===== config.mk =====
export PLATFORM = sky130hd
export DESIGN_NAME = muldiv_unit
export DESIGN_NICKNAME = d
export VERILOG_FILES = /design/src/rtl/muldiv_unit.sv
export SDC_FILE = /design/constraint.sdc
export NUM_CORES = 1
export LEC_CHECK = 0
export BUFFER_PORTS_ARGS = -buffer_cell sky130_fd_sc_hd__buf_2
export CAP_MARGIN = 20
export CORE_ASPECT_RATIO = 0.6
export CORE_MARGIN = 2
export CORE_UTILIZATION = 30
export CTS_BUF_LIST = sky130_fd_sc_hd__clkbuf_2 sky130_fd_sc_hd__clkbuf_4 sky130_fd_sc_hd__clkbuf_8
export CTS_CLUSTER_DIAMETER = 40
export DETAILED_ROUTE_END_ITERATION = 7
export PLACE_DENSITY_LB_ADDON = 0.1
export SLEW_MARGIN = 20
export SYNTH_ARGS = -nofsm -noshare
export SYNTH_HDL_FRONTEND = slang
export SYNTH_SLANG_ARGS = --single-unit

===== constraint.sdc =====
create_clock -name clk -period 4.8 [get_ports clk]
set_clock_uncertainty 0.1 [all_clocks]
set_input_delay 0.24 -clock clk [delete_from_list [all_inputs] [get_ports clk]]
set_output_delay 0.24 -clock clk [all_outputs]
set_load 0.05 [all_outputs]

===== src/rtl/muldiv_unit.sv =====
// -----------------------------------------------------------------------------
// muldiv_unit
// Iterative RV64M multiply/divide sequencer that sits beside the single-cycle
// ALU. One M-extension operation is accepted at a time. A shift-add multiply or
// restoring divide runs for DATA_SIZE iterations on operand magnitudes. Sign
// correction is applied in FIXUP, and the registered result is presented with a
// one-cycle valid strobe.
//
// Ports
//   clk          in   clock, all state changes on rising edge
//   rst_n        in   synchronous active-low reset
//   start        in   operation request, sampled only when not busy
//   op[2:0]      in   RV funct3: MUL MULH MULHSU MULHU DIV DIVU REM REMU
//   src1         in   rs1 (multiplicand / dividend)
//   src2         in   rs2 (multiplier / divisor)
//   flush        in   aborts the current operation, wins over start
//   busy         out  high in CALC and FIXUP
//   result_valid out  one-cycle strobe in DONE
//   result       out  registered result, held until replaced
// -----------------------------------------------------------------------------
module muldiv_unit #(
    parameter int DATA_SIZE = 64
) (
    input  logic                 clk,
    input  logic                 rst_n,
    input  logic                 start,
    input  logic [2:0]           op,
    input  logic [DATA_SIZE-1:0] src1,
    input  logic [DATA_SIZE-1:0] src2,
    input  logic                 flush,
    output logic                 busy,
    output logic                 result_valid,
    output logic [DATA_SIZE-1:0] result
);

    localparam int N  = DATA_SIZE;
    localparam int CW = $clog2(DATA_SIZE);
    localparam logic [CW-1:0] CNT_INIT = CW'(DATA_SIZE - 1);
    localparam logic [N-1:0]  MOST_NEG = {1'b1, {(N-1){1'b0}}};

    typedef enum logic [1:0] {IDLE, CALC, FIXUP, DONE} state_t;

    state_t         r_state, w_next_state;
    logic [CW-1:0]  r_cnt;
    logic [N-1:0]   r_result;
    logic [2:0]     r_op;
    logic [N-1:0]   r_opnd;      // multiplicand magnitude or divisor magnitude
    logic [2*N-1:0] r_acc;       // {hi, lo} product or {rem, quot}
    logic           r_neg_res;   // operand signs differ
    logic           r_neg1;      // dividend negative (remainder sign)

    logic           w_accept;
    logic           w_s1_signed, w_s2_signed, w_neg1, w_neg2;
    logic [N-1:0]   w_mag1, w_mag2;
    logic           w_div0, w_ovf, w_special;
    logic [N-1:0]   w_special_res;
    logic [N:0]     w_mul_sum;
    logic [2*N-1:0] w_mul_next;
    logic [N:0]     w_rem_sh;
    logic [N-1:0]   w_rem_sub;
    logic           w_ge;
    logic [2*N-1:0] w_div_next;
    logic [2*N-1:0] w_prod;
    logic [N-1:0]   w_quot, w_rem, w_fix_res;

    assign busy         = (r_state == CALC) || (r_state == FIXUP);
    assign result_valid = (r_state == DONE);
    assign result       = r_result;

    assign w_accept = start && !flush && ((r_state == IDLE) || (r_state == DONE));

    // MUL keeps both operands unsigned: the low half is sign-agnostic.
    assign w_s1_signed = (op == 3'd1) || (op == 3'd2) || (op == 3'd4) || (op == 3'd6);
    assign w_s2_signed = (op == 3'd1) || (op == 3'd4) || (op == 3'd6);
    assign w_neg1      = w_s1_signed && src1[N-1];
    assign w_neg2      = w_s2_signed && src2[N-1];
    assign w_mag1      = w_neg1 ? -src1 : src1;
    assign w_mag2      = w_neg2 ? -src2 : src2;

    // Divide-by-zero and signed overflow bypass the iteration entirely.
    assign w_div0    = (src2 == '0);
    assign w_ovf     = ((op == 3'd4) || (op == 3'd6)) && (src1 == MOST_NEG) && (src2 == '1);
    assign w_special = op[2] && (w_div0 || w_ovf);
    assign w_special_res = w_div0 ? (op[1] ? src1 : '1)
                                  : (op[1] ? '0   : src1);

    // Shift-add multiply step: conditional add into the upper half, then shift
    // the carry back in from the top.
    assign w_mul_sum  = {1'b0, r_acc[2*N-1:N]} + (r_acc[0] ? {1'b0, r_opnd} : '0);
    assign w_mul_next = {w_mul_sum, r_acc[N-1:1]};

    // Restoring divide step. The shifted remainder needs one extra bit; after a
    // successful subtract it always fits back into N bits.
    assign w_rem_sh   = r_acc[2*N-1:N-1];
    assign w_ge       = (w_rem_sh >= {1'b0, r_opnd});
    assign w_rem_sub  = w_rem_sh[N-1:0] - r_opnd;
    assign w_div_next = w_ge ? {w_rem_sub,        r_acc[N-2:0], 1'b1}
                             : {w_rem_sh[N-1:0],  r_acc[N-2:0], 1'b0};

    assign w_prod = r_neg_res ? -r_acc : r_acc;
    assign w_quot = r_neg_res ? -r_acc[N-1:0]   : r_acc[N-1:0];
    assign w_rem  = r_neg1    ? -r_acc[2*N-1:N] : r_acc[2*N-1:N];

    always_comb begin
        w_fix_res = w_prod[N-1:0];
        case (r_op)
            3'd0:                 w_fix_res = w_prod[N-1:0];
            3'd1, 3'd2, 3'd3:     w_fix_res = w_prod[2*N-1:N];
            3'd4, 3'd5:           w_fix_res = w_quot;
            default:              w_fix_res = w_rem;
        endcase
    end

    always_comb begin
        w_next_state = r_state;
        case (r_state)
            IDLE:    w_next_state = IDLE;
            CALC:    if (r_cnt == '0) w_next_state = FIXUP;
            FIXUP:   w_next_state = DONE;
            DONE:    w_next_state = IDLE;
            default: w_next_state = IDLE;
        endcase
        if (w_accept)
            w_next_state = w_special ? DONE : CALC;
        if (flush)
            w_next_state = IDLE;
    end

    always_ff @(posedge clk) begin
        if (!rst_n)
            r_state <= IDLE;
        else
            r_state <= w_next_state;
    end

    always_ff @(posedge clk) begin
        if (!rst_n) begin
            r_cnt    <= '0;
            r_result <= '0;
        end else begin
            if (w_accept)
                r_cnt <= CNT_INIT;
            else if ((r_state == CALC) && (r_cnt != '0))
                r_cnt <= r_cnt - 1'b1;

            if (w_accept && w_special)
                r_result <= w_special_res;
            else if ((r_state == FIXUP) && !flush)
                r_result <= w_fix_res;
        end
    end

    // Datapath registers carry no reset; they are always loaded on accept.
    always_ff @(posedge clk) begin
        if (w_accept) begin
            r_op      <= op;
            r_neg_res <= w_neg1 ^ w_neg2;
            r_neg1    <= w_neg1;
            if (op[2]) begin
                r_opnd <= w_mag2;
                r_acc  <= {{N{1'b0}}, w_mag1};
            end else begin
                r_opnd <= w_mag1;
                r_acc  <= {{N{1'b0}}, w_mag2};
            end
        end else if (r_state == CALC) begin
            r_acc <= r_op[2] ? w_div_next : w_mul_next;
        end
    end

endmodule


==> metrics.txt <==
share of the synthesized area in the top cell type about a fifth; Row Count 90; CP max FO 5; top cells by count, synth nor2_1, a21oi_1, nand2_1; Synth area leader edfxtp_1; Detailed Route Iter0 Violations 3998; Hold Crit Start src2[52]; final net count 4657; CTS root buf clkbuf_8; CP endpoint kind flip-flop; grt met2 use 40.1%; filler instances approximately 11000; vias per cell ~6; crit path launch r_acc[63]; global route hottest layer met1; Worst Path Required ~5.3 ns; Longest Clk Path Bufs 3; cts bufs inserted 61; share of layout cells above drive strength 1 between 10% and 20%; TritonCTS clock tree done; crit-path cells or4_1 -> buf_4 -> nor2b_1 -> nand3_1 -> nor3_2 -> nand4_1 -> buf_4 -> o31ai_1 -> buf_4 -> xnor2_1 -> a222oi_1 -> a21oi_1 -> o221a_2; LEAKAGE approximately 0.015 uW; Max-Cap Viols 0; top cells by area, synth edfxtp_1, a21oi_1, mux2i_1; met3 usage between 10% and 20%; GRT Overall Usage 29.6%; # DRC 0; final setup fails 0; global-route wire length before repair around 230000 um; Max Transition Viols Final 0; Crit Path Class reg -> reg; Async SR Flop Fraction 0%; DRT Pass-1 Iters 6; Main synth FF type edfxtp_1; WL per Instance approximately 28 um; cell area after placement between 30000 and 40000 sq um; syn avg cell area approximately 7.6 sq um; pwr dens a little under 300 nW/um^2; worst reg-to-reg path cell count 13; setup total negative slack 0 ns; # IOs about 200; most used cell, CP buf_4; critical path arrival 5.32 ns; post-DP HPWL between 100000 and 150000 um; Tcrit/Tclk final between 90% and 100%; VDD IR max around 0.22 mV; vias in the first global route 31675; Worst slew margin between 10% and 20%; Slew @ Worst Pin between 1 and 1.5 ns; syn nets between 4000 and 5000; flop2flop setup slack 0.01 ns; Starting Density 30.3%; Hold WC Path Type in -> reg; pre-CTS WS around 0.065 ns; clock-pin slew on the worst setup and hold paths roughly 0.060 ns; YS warnings 0; Layout area overhead 20.6%; core box area just over 100000 sq um; area of the mapped netlist 30600 sq um; Placer Congestion between 1 and 1.5; most frequent cell after synthesis nor2_1; EDFF count, synth ~200; largest net degree at the start of global routing 75; sequential fraction of the synthesis area about a quarter; worst reg2reg endpoint result[52]; Worst-Skew Late Latency roughly 0.75 ns; DRT antenna net count 0; critical path endpoint result[52]; Hold Path Depth 3; H-tree depth 2; Port-buffer cells 200; WL final around 160000 um; Final WS setup 0.0116 ns; Post-Syn Instances approximately 4000; Worst R2R Start r_acc[63]; Clock Sinks between 200 and 300; width of the chip ~420 um; flops & latches, synth 269; DR vias between 30000 and 40000; status completed; Final Hold Vio Count 0; minimum clock period after layout 4.79 ns; Crit-path slowest cell or4_1; DIE AREA between 100000 and 150000 sq um; highest clock rate around 210 MHz; post-route cell area roughly 37000 sq um; met1 usage 43.8%; CP peak stage delay slightly above 0.7 ns; RSZ-0062 raised after global routing false; Netlist cell types 89; initial antenna violation count 5; Vert. Die Dim roughly 250 um; startpoint types flip-flop; total congestion overflow 0; fin util around 37%
==> where the power goes <==
group | internal, uW | switching [uW] | leakage (uW)
clock network | 1860 | 1400 | 0.000737
logic | 1670 | 2860 | 0.0114
registers | 2770 | 219 | 0.00244
total | 6300 | 4480 | 0.0146
==> through the flow <==
step	power [uW]	cells	hold WS (ns)
global placement	7440	5556	0.406
finish	10800	5768	0.0291
CTS	10700	5765	0.00217
floorplan	5790	4019	0.239
global route	11300	5766	0.0302
detailed placement	7390	5556	0.411
==> worst min path at each step <==
stage and endpoint:
2_1_floorplan r_op[0], 3_3_place_gp result[58], 3_5_place_dp result[7], 4_1_cts result[45], 5_1_grt r_opnd[52], 6_report r_opnd[52]
==> layer usage <==
| layer | share of wire [%] | vias to the layer above | wire length (um) |
|---|---|---|---|
| li1 | - | 15690 | - |
| met1 | 48 | 16778 | 76600 |
| met2 | 39 | 1552 | 62800 |
| met3 | 12 | 144 | 19400 |
| met4 | 1.5 | 10 | 2380 |
| met5 | 0.037 | - | 60 |
==> cell type report <==
class,instances,area [sq um],area share (%)
repair buffers,564,4070,11.1
flip-flops and latches,269,7360,20.0
multi-input cells,3346,21800,59.1
inverters,138,526,1.43
well taps,1334,1670,4.53
clock buffers,77,978,2.66
clock inverters,38,472,1.28
diodes,2,5.00,0.0136
==> layout by cell type (no fill, tap or decap), types with 28 or more instances in the layout <==
cell type	count
buf_2	199
or4_1	45
o31ai_1	55
nand4_1	93
a21oi_1	410
o211ai_1	33
ha_1	140
a31oi_1	41
inv_1	131
a21o_1	76
nor3_1	101
or3_1	40
mux2i_1	186
clkbuf_8	64
xor2_1	187
xnor2_1	188
nor4_1	61
nor2_1	432
buf_4	263
nand2_1	337
dfxtp_1	72
a211oi_1	58
edfxtp_1	197
o22ai_1	57
nand3_1	87
o21ai_0	270
dlygate4sd3_1	94
o41ai_1	28
==> registers in the layout (all words and copies together) (netlist names) <==
| register | cells |
|---|---|
| r_op | 3 |
| r_cnt | 6 |
| r_state | 2 |
| r_neg_res | 1 |
| result | 64 |
| r_acc | 128 |
| r_neg1 | 1 |
| r_opnd | 64 |
==> cell families after synthesis <==
group	after synthesis	share of synthesized area (%)
AOI/OAI and AO/OA	1253	25.7
xor gates and xnor gates	375	10.7
adders and majority gates	165	6.62
buffers and inverters	404	5.02
DFF	269	24.1
muxes	195	6.42
and+or+nand+nor	1358	21.4
==> repair_timing <==
item                       CTS  global route
hold buffers                94             0
setup endpoints to repair    0            10
hold endpoints to repair   120             0
setup buffers                0             1
resized for setup            0             7
==> worst max-delay path: cells and delay by family (launching register included) <==
family,cells,cell delay [ns]
buffers and inverters,3,0.63
AOI/OAI and AO/OA,4,1.31
DFF,1,0.68
and+or+nand+nor,5,1.89
xor gates and xnor gates,1,0.07
Power figures use the tool's default switching activity.
